**src/rtl/pc_gen_if.sv**
```systemverilog
// Fetch-side bus bundle for pc_gen: branch predictor query, redirect
// sources, instruction-cache request channel and fetch-queue output.
// The master modport is the pc_gen side; slave is the surrounding pipeline.
interface pc_gen_if;
    // Predictor query: bpu_pc goes out, the answer comes back in the same cycle.
    logic [31:0]  bpu_pc;
    logic [31:0]  bpu_next_pc;
    logic [3:0]   bpu_pc_valid;
    logic [3:0]   bpu_pc_is_jump;
    logic         install;

    // Redirect sources, listed from highest to lowest priority.
    logic         ex_redirect;
    logic [31:0]  ex_pc;
    logic         bpu_flush;
    logic [31:0]  bpu_jump_pc;
    logic         id_flush;
    logic [31:0]  id_pc;

    // Instruction cache: address phase (req/addr_ok), then data phase (data_ok).
    logic         icache_req;
    logic [31:0]  icache_addr;
    logic         icache_addr_ok;
    logic         icache_data_ok;
    logic [127:0] icache_rdata;

    // Fetch queue: a group moves when fq_valid && fq_ready.
    logic         fq_valid;
    logic         fq_ready;
    logic [31:0]  fq_pc;
    logic [3:0]   fq_mask;
    logic [3:0]   fq_jump;
    logic [127:0] fq_inst;

    modport master (
        output bpu_pc, install,
        input  bpu_next_pc, bpu_pc_valid, bpu_pc_is_jump,
        input  ex_redirect, ex_pc, bpu_flush, bpu_jump_pc, id_flush, id_pc,
        output icache_req, icache_addr,
        input  icache_addr_ok, icache_data_ok, icache_rdata,
        output fq_valid, fq_pc, fq_mask, fq_jump, fq_inst,
        input  fq_ready
    );

    modport slave (
        input  bpu_pc, install,
        output bpu_next_pc, bpu_pc_valid, bpu_pc_is_jump,
        output ex_redirect, ex_pc, bpu_flush, bpu_jump_pc, id_flush, id_pc,
        input  icache_req, icache_addr,
        output icache_addr_ok, icache_data_ok, icache_rdata,
        input  fq_valid, fq_pc, fq_mask, fq_jump, fq_inst,
        output fq_ready
    );
endinterface

```
**src/rtl/pc_gen.sv**
```systemverilog
// pc_gen: fetch PC generator. Issues one 16-byte-aligned icache request at a
// time, follows the branch predictor's next-PC answer, applies pipeline
// redirects (ex > bpu > id) and hands each returned group to the fetch queue.
//
// Handshakes: a transfer happens on a rising clk edge where both sides are
// high -- icache_req && icache_addr_ok for the address phase, fq_valid &&
// fq_ready for the fetch queue. The data phase is a single-cycle data_ok pulse
// with no back-pressure. Offered fq_* values stay stable until accepted.
//
// Optional feature: define PCGEN_PERF_CNT_EN to add the perf_groups and
// perf_redirects counter outputs.
module pc_gen #(
    parameter logic [31:0] RESET_PC = 32'h1c000000
) (
    input  logic        clk,
    input  logic        reset,
    pc_gen_if.master    bus,
    output logic [1:0]  o_dbg_state
`ifdef PCGEN_PERF_CNT_EN
    ,
    output logic [31:0] perf_groups,
    output logic [31:0] perf_redirects
`endif
);

    typedef enum logic [1:0] {
        S_REQ  = 2'd0,  // address phase offered to the icache
        S_WAIT = 2'd1,  // address accepted, waiting for data_ok
        S_HOLD = 2'd2   // group offered to the fetch queue
    } state_t;

    state_t         r_state;
    logic [31:0]    r_pc;
    logic           r_kill;      // in-flight request must be discarded on return
    logic           r_fq_valid;
    logic [31:0]    r_fq_pc;
    logic [3:0]     r_fq_mask;
    logic [3:0]     r_fq_jump;
    logic [127:0]   r_fq_inst;

    logic           w_redirect;
    logic [31:0]    w_target;
    logic           w_addr_hs;
    logic           w_fq_fire;

    assign w_redirect = bus.ex_redirect | bus.bpu_flush | bus.id_flush;
    assign w_addr_hs  = (r_state == S_REQ) && bus.icache_addr_ok;

    // Redirect target, oldest pipeline stage wins.
    always_comb begin
        w_target = bus.id_pc;
        if (bus.ex_redirect) begin
            w_target = bus.ex_pc;
        end else if (bus.bpu_flush) begin
            w_target = bus.bpu_jump_pc;
        end
    end

    assign bus.bpu_pc      = r_pc;
    assign bus.icache_addr = {r_pc[31:4], 4'b0000};
    assign bus.icache_req  = (r_state == S_REQ);
    // Predictor history is only recorded for a PC that is actually fetched.
    assign bus.install     = !w_addr_hs || w_redirect;

    // A redirect cycle never offers a group, even if one is being held.
    assign bus.fq_valid = r_fq_valid & ~w_redirect;
    assign bus.fq_pc    = r_fq_pc;
    assign bus.fq_mask  = r_fq_mask;
    assign bus.fq_jump  = r_fq_jump;
    assign bus.fq_inst  = r_fq_inst;

    assign w_fq_fire   = bus.fq_valid && bus.fq_ready;
    assign o_dbg_state = r_state;

    // Fetch FSM with PC, kill flag and the in-flight / output slot.
    always_ff @(posedge clk) begin
        if (reset) begin
            r_state    <= S_REQ;
            r_pc       <= RESET_PC;
            r_kill     <= 1'b0;
            r_fq_valid <= 1'b0;
            r_fq_pc    <= 32'h0;
            r_fq_mask  <= 4'h0;
            r_fq_jump  <= 4'h0;
            r_fq_inst  <= 128'h0;
        end else begin
            // A redirect overrides any predictor-driven PC update.
            if (w_redirect) begin
                r_pc <= w_target;
            end else if (w_addr_hs) begin
                r_pc <= bus.bpu_next_pc;
            end

            case (r_state)
                S_REQ: begin
                    if (bus.icache_addr_ok) begin
                        // The cache has taken the address either way; a
                        // redirect only decides whether the reply is kept.
                        r_state <= S_WAIT;
                        r_kill  <= w_redirect;
                        if (!w_redirect) begin
                            r_fq_pc   <= r_pc;
                            r_fq_mask <= bus.bpu_pc_valid;
                            r_fq_jump <= bus.bpu_pc_is_jump;
                        end
                    end
                end

                S_WAIT: begin
                    if (bus.icache_data_ok) begin
                        r_kill <= 1'b0;
                        if (r_kill || w_redirect) begin
                            r_state <= S_REQ;
                        end else begin
                            r_state    <= S_HOLD;
                            r_fq_valid <= 1'b1;
                            r_fq_inst  <= bus.icache_rdata;
                        end
                    end else if (w_redirect) begin
                        r_kill <= 1'b1;
                    end
                end

                S_HOLD: begin
                    if (w_redirect || bus.fq_ready) begin
                        r_state    <= S_REQ;
                        r_fq_valid <= 1'b0;
                    end
                end

                default: begin
                    r_state    <= S_REQ;
                    r_kill     <= 1'b0;
                    r_fq_valid <= 1'b0;
                end
            endcase
        end
    end

`ifdef PCGEN_PERF_CNT_EN
    logic [31:0] r_perf_groups;
    logic [31:0] r_perf_redirects;

    // Delivered-group and redirect-cycle counters, wrapping at 2^32.
    always_ff @(posedge clk) begin
        if (reset) begin
            r_perf_groups    <= 32'h0;
            r_perf_redirects <= 32'h0;
        end else begin
            if (w_fq_fire) begin
                r_perf_groups <= r_perf_groups + 32'd1;
            end
            if (w_redirect) begin
                r_perf_redirects <= r_perf_redirects + 32'd1;
            end
        end
    end

    assign perf_groups    = r_perf_groups;
    assign perf_redirects = r_perf_redirects;
`else
    logic w_unused_fire;
    assign w_unused_fire = w_fq_fire;
`endif

endmodule

```
**src/flat_wrapper.sv**
```systemverilog
// flat-port wrapper written by rule: the top's interface ports become plain ports
module pc_gen_flat 
#(
    parameter logic [31:0] RESET_PC = 32'h1c000000
)
  (clk, reset, o_dbg_state, bus_bpu_pc, bus_install, bus_bpu_next_pc, bus_bpu_pc_valid, bus_bpu_pc_is_jump, bus_ex_redirect, bus_ex_pc, bus_bpu_flush, bus_bpu_jump_pc, bus_id_flush, bus_id_pc, bus_icache_req, bus_icache_addr, bus_icache_addr_ok, bus_icache_data_ok, bus_icache_rdata, bus_fq_valid, bus_fq_pc, bus_fq_mask, bus_fq_jump, bus_fq_inst, bus_fq_ready);
  pc_gen_if bus_i ();
  input  logic clk;
  input  logic reset;
  output logic [1:0] o_dbg_state;
  output wire logic [$bits(bus_i.bpu_pc)-1:0] bus_bpu_pc;
  output wire logic [$bits(bus_i.install)-1:0] bus_install;
  input wire logic [$bits(bus_i.bpu_next_pc)-1:0] bus_bpu_next_pc;
  input wire logic [$bits(bus_i.bpu_pc_valid)-1:0] bus_bpu_pc_valid;
  input wire logic [$bits(bus_i.bpu_pc_is_jump)-1:0] bus_bpu_pc_is_jump;
  input wire logic [$bits(bus_i.ex_redirect)-1:0] bus_ex_redirect;
  input wire logic [$bits(bus_i.ex_pc)-1:0] bus_ex_pc;
  input wire logic [$bits(bus_i.bpu_flush)-1:0] bus_bpu_flush;
  input wire logic [$bits(bus_i.bpu_jump_pc)-1:0] bus_bpu_jump_pc;
  input wire logic [$bits(bus_i.id_flush)-1:0] bus_id_flush;
  input wire logic [$bits(bus_i.id_pc)-1:0] bus_id_pc;
  output wire logic [$bits(bus_i.icache_req)-1:0] bus_icache_req;
  output wire logic [$bits(bus_i.icache_addr)-1:0] bus_icache_addr;
  input wire logic [$bits(bus_i.icache_addr_ok)-1:0] bus_icache_addr_ok;
  input wire logic [$bits(bus_i.icache_data_ok)-1:0] bus_icache_data_ok;
  input wire logic [$bits(bus_i.icache_rdata)-1:0] bus_icache_rdata;
  output wire logic [$bits(bus_i.fq_valid)-1:0] bus_fq_valid;
  output wire logic [$bits(bus_i.fq_pc)-1:0] bus_fq_pc;
  output wire logic [$bits(bus_i.fq_mask)-1:0] bus_fq_mask;
  output wire logic [$bits(bus_i.fq_jump)-1:0] bus_fq_jump;
  output wire logic [$bits(bus_i.fq_inst)-1:0] bus_fq_inst;
  input wire logic [$bits(bus_i.fq_ready)-1:0] bus_fq_ready;
  assign bus_bpu_pc = bus_i.bpu_pc;
  assign bus_install = bus_i.install;
  assign bus_i.bpu_next_pc = bus_bpu_next_pc;
  assign bus_i.bpu_pc_valid = bus_bpu_pc_valid;
  assign bus_i.bpu_pc_is_jump = bus_bpu_pc_is_jump;
  assign bus_i.ex_redirect = bus_ex_redirect;
  assign bus_i.ex_pc = bus_ex_pc;
  assign bus_i.bpu_flush = bus_bpu_flush;
  assign bus_i.bpu_jump_pc = bus_bpu_jump_pc;
  assign bus_i.id_flush = bus_id_flush;
  assign bus_i.id_pc = bus_id_pc;
  assign bus_icache_req = bus_i.icache_req;
  assign bus_icache_addr = bus_i.icache_addr;
  assign bus_i.icache_addr_ok = bus_icache_addr_ok;
  assign bus_i.icache_data_ok = bus_icache_data_ok;
  assign bus_i.icache_rdata = bus_icache_rdata;
  assign bus_fq_valid = bus_i.fq_valid;
  assign bus_fq_pc = bus_i.fq_pc;
  assign bus_fq_mask = bus_i.fq_mask;
  assign bus_fq_jump = bus_i.fq_jump;
  assign bus_fq_inst = bus_i.fq_inst;
  assign bus_i.fq_ready = bus_fq_ready;
  pc_gen #(.RESET_PC(RESET_PC)) u_core (.clk(clk), .reset(reset), .bus(bus_i), .o_dbg_state(o_dbg_state));
endmodule
```
**config.mk**
```make
export PLATFORM = sky130hd
export DESIGN_NAME = pc_gen_flat
export DESIGN_NICKNAME = d
export VERILOG_FILES = /design/src/rtl/pc_gen_if.sv /design/src/rtl/pc_gen.sv /design/src/flat_wrapper.sv
export SDC_FILE = /design/constraint.sdc
export NUM_CORES = 1
export LEC_CHECK = 0
export CORE_AREA = 8 8 192 194
export CTS_CLUSTER_DIAMETER = 50
export DETAILED_ROUTE_END_ITERATION = 8
export DIE_AREA = 0 0 200 202
export MAX_ROUTING_LAYER = met4
export PLACE_DENSITY = 0.67
export SETUP_SLACK_MARGIN = 0.4
export SLEW_MARGIN = 0
export SYNTH_ARGS = -nofsm -noshare
export SYNTH_HDL_FRONTEND = slang
export SYNTH_SLANG_ARGS = --single-unit
export TNS_END_PERCENT = 100
```
**constraint.sdc**
```tcl
create_clock -name clk -period 1.7 [get_ports clk]
set_clock_uncertainty 0.15 [all_clocks]
set_input_delay 0.17 -clock clk [delete_from_list [all_inputs] [get_ports clk]]
set_output_delay 0.17 -clock clk [all_outputs]
set_load 0.01 [all_outputs]
```
==> run summary <==
met3 usage -> 5.37%
fin worst setup slack -> -0.0402 ns
ranking of synthesized cells by area -> dfxtp_1 46%, o21ai_0 11%, a21oi_1 9.8%, nand3_1 9.5%, clkbuf_1 4.0%
Routed Antenna Nets -> 0
share of flip-flops with an asynchronous set or reset -> 0%
CTS tree -> done
Fin Hold WS -> 0.0521 ns
Critical Path RT -> 1.93 ns
H-tree levels -> 1
Critical Path Start Type -> register
violated checks -> setup timing
dpl hpwl -> 31.4 mm
Syn-to-layout area delta -> 99.8%
total negative slack -> -0.200 ns
Worst Hold Class -> input port to register
first-pass GRT wire length -> 62.8 mm
Reg-to-Reg Start -> u_core.o_dbg_state[1]
Routed WL -> 46.4 mm
met2 Resource Use GR -> 35.2%
post-synthesis cell area -> 0.00889 mm²
slew margin rel. -> 64.8%
share of the synthesized area in the top cell type -> 45.9%
Cells after Synth -> 1102
distinct cell type count after synthesis -> 37
number of flops mapped to enable cells by yosys -> 0
vias in the first global route -> 10724
routability cong. -> 0.921
min-delay src -> bus_icache_rdata[18]
fin. max-slew vios -> 0
max frequency -> 575 MHz
RSZ-0062 raised after global routing -> yes
Total Power -> 12.9 mW
Final setup viols -> 12
Die H -> 202 µm
met1 Resource Use GR -> 21.8%
Root Buffer -> clkbuf_16
CTS sink cnt -> 204
top_reg_cell synth -> dfxtp_1
Final Hold Vio Count -> 0
# Max-Cap Violations -> 0
routed wire length per instance -> 22.2 µm
largest net degree at the start of global routing -> 92
Worst-path clk slew -> 0.06 ns
CP max FO -> 8
I/O pin cnt -> 509
TritonRoute pass-1 iters -> 6
status -> complete, but fails checks
CTS buffer count -> 26
Power Dens Cells -> 727 mW/mm²
die area -> 0.0404 mm²
aggregate global routing overflow -> 0
post-synth top area cell -> dfxtp_1
final-stage net count -> 1893
Avg Synthesized Cell Area -> 8.07 µm²
Tot GR Track Use -> 20.2%
Tcrit/Tclk final -> 102%
clock latency on the worst-skew pair -> 0.52 ns
Vias -> 10798
initial antenna violation count -> 4
drt initial violations -> 503
Initial Util -> 26.2%
vias per cell -> 5.15
# port buffers -> 504
Die W -> 200 µm
Core Area -> 0.0339 mm²
crit path DAT -> 1.97 ns
maximum root-to-sink buffer count -> 3
Most Crowded Layer GR -> met2
DRC errors left -> 0
fin crit period -> 1.74 ns
#FFs+latches synth -> 204
WS Path Type -> register to register
row cnt -> 68
Seq/Total Area, Yosys -> 45.9%
Worst Setup End Kind -> register
worst slew pin tran -> 0.528 ns
Max IR drop VDD -> 0.000622 V
layout cell share with drive strength beyond 1 -> 44.7%
CP Launch Point -> u_core.o_dbg_state[1]
Yosys Warn Count -> 0
leakage -> 6.58 nW
[flip-flops by register name, indices dropped and copies added (netlist names)]
register and count:
u_core.bus.fq_inst 128, u_core.r_kill 1, u_core.bus.fq_pc 32, u_core.bus.fq_mask 4
u_core.bus.fq_jump 4, u_core.bus.bpu_pc 32, u_core.r_fq_valid 1, u_core.o_dbg_state 2
[stage by stage]
step | area (µm²) | setup WS [ns] | util [%] | std cells
floorplan | 9340 | 0.0820 | - | 1105
global placement | 14700 | -0.364 | 43.4 | 1990
detailed placement | 14700 | -0.411 | 43.4 | 1990
CTS | 16300 | -0.0447 | 47.9 | 2066
global route | 17800 | -0.107 | 52.3 | 2095
finish | 17800 | -0.0402 | 52.3 | 2095
[layer usage]
metal	share of wire [%]	vias up
li1	-	5011
met1	37	5189
met2	51	515
met3	9.2	83
met4	3.4	0
met5	0	-
[worst paths after layout]
| check | slack (ns) | end | cells after the start |
|---|---|---|---|
| worst max register to register | -0.04 | u_core.bus.fq_inst[30] | 7 |
| worst min register to register | 0.30 | u_core.bus.fq_inst[98] | 2 |
| worst min-delay path | 0.05 | u_core.bus.fq_inst[18] | 3 |
| worst max-delay path | -0.04 | u_core.bus.fq_inst[30] | 7 |
[placed cells by master (no fill, tap or decap), types with 6 or more instances in the layout]
| master | netlist | routed |
|---|---|---|
| dlygate4sd2_1 | 0 | 36 |
| buf_12 | 0 | 30 |
| a311oi_1 | 23 | 20 |
| clkdlybuf4s50_1 | 0 | 267 |
| dfxtp_1 | 204 | 39 |
| nor2b_1 | 8 | 8 |
| a21o_1 | 23 | 23 |
| nand3b_1 | 26 | 26 |
| nor3_2 | 0 | 16 |
| o32ai_1 | 6 | 6 |
| a21oi_1 | 175 | 129 |
| buf_8 | 0 | 8 |
| a21oi_2 | 0 | 46 |
| o21ai_1 | 5 | 93 |
| clkbuf_16 | 0 | 39 |
| nand3_4 | 0 | 16 |
| o21ai_4 | 0 | 8 |
| buf_2 | 20 | 8 |
| a221oi_1 | 6 | 6 |
| mux2i_1 | 7 | 7 |
| nand3_1 | 168 | 131 |
| nor3_1 | 24 | 8 |
| o21ai_0 | 189 | 29 |
| buf_4 | 32 | 81 |
| nand2_1 | 48 | 47 |
| nand3_2 | 0 | 21 |
| dfxtp_2 | 0 | 135 |
| o21ai_2 | 0 | 64 |
| buf_6 | 7 | 202 |
| dfxtp_4 | 0 | 30 |
[worst max-delay path, stage by stage (launching register included)]
cell       delay, ns
dfxtp_4         0.37
buf_6           0.13
nand4bb_4       0.20
buf_12          0.17
buf_12          0.15
clkbuf_16       0.18
o21ai_1         0.16
a21oi_1         0.09
[final cells by class]
class | count | area, µm²
Inverter | 5 | 18.8
Fill cell | 3008 | 16200
Clock inverter | 7 | 98.8
Sequential cell | 204 | 4370
Tap cell | 455 | 569
Clock buffer | 36 | 749
Timing Repair Buffer | 648 | 7010
Multi-Input combinational cell | 736 | 4950
Antenna cell | 4 | 10.0
[report_power, final]
part | total [mW] | switching (mW) | internal [mW]
sequential | 5.00 | 0.122 | 4.88
clock | 5.50 | 2.14 | 3.37
combinational | 2.41 | 1.06 | 1.34
[what timing repair did]
action	CTS	global route
setup buffers	31	9
gates cloned	0	16
endpoints found under the hold margin	17	0
resized for setup	1118	371
endpoints found under the setup margin	436	435
pin swaps	3	134
hold buffers	2	0
[logic make-up after synthesis]
logic type,after synthesis,share of synthesized area (%)
DFF,204,45.9
and+or+nand+nor,289,17.0
AOI/OAI and AO/OA,436,27.0
buffers and inverters,165,9.19
other,1,0.0422
muxes,7,0.788
[Yosys cell counts, types with 7 or more instances]
cell and instances:
dfxtp_1 204, o21ai_0 189, a21oi_1 175, nand3_1 168, clkbuf_1 95, nand2_1 48
buf_4 32, nand3b_1 26, nor3_1 24, a21o_1 23, a311oi_1 23, buf_2 20
nor2b_1 8, buf_6 7, mux2i_1 7
(Power assumes the default switching activity.)
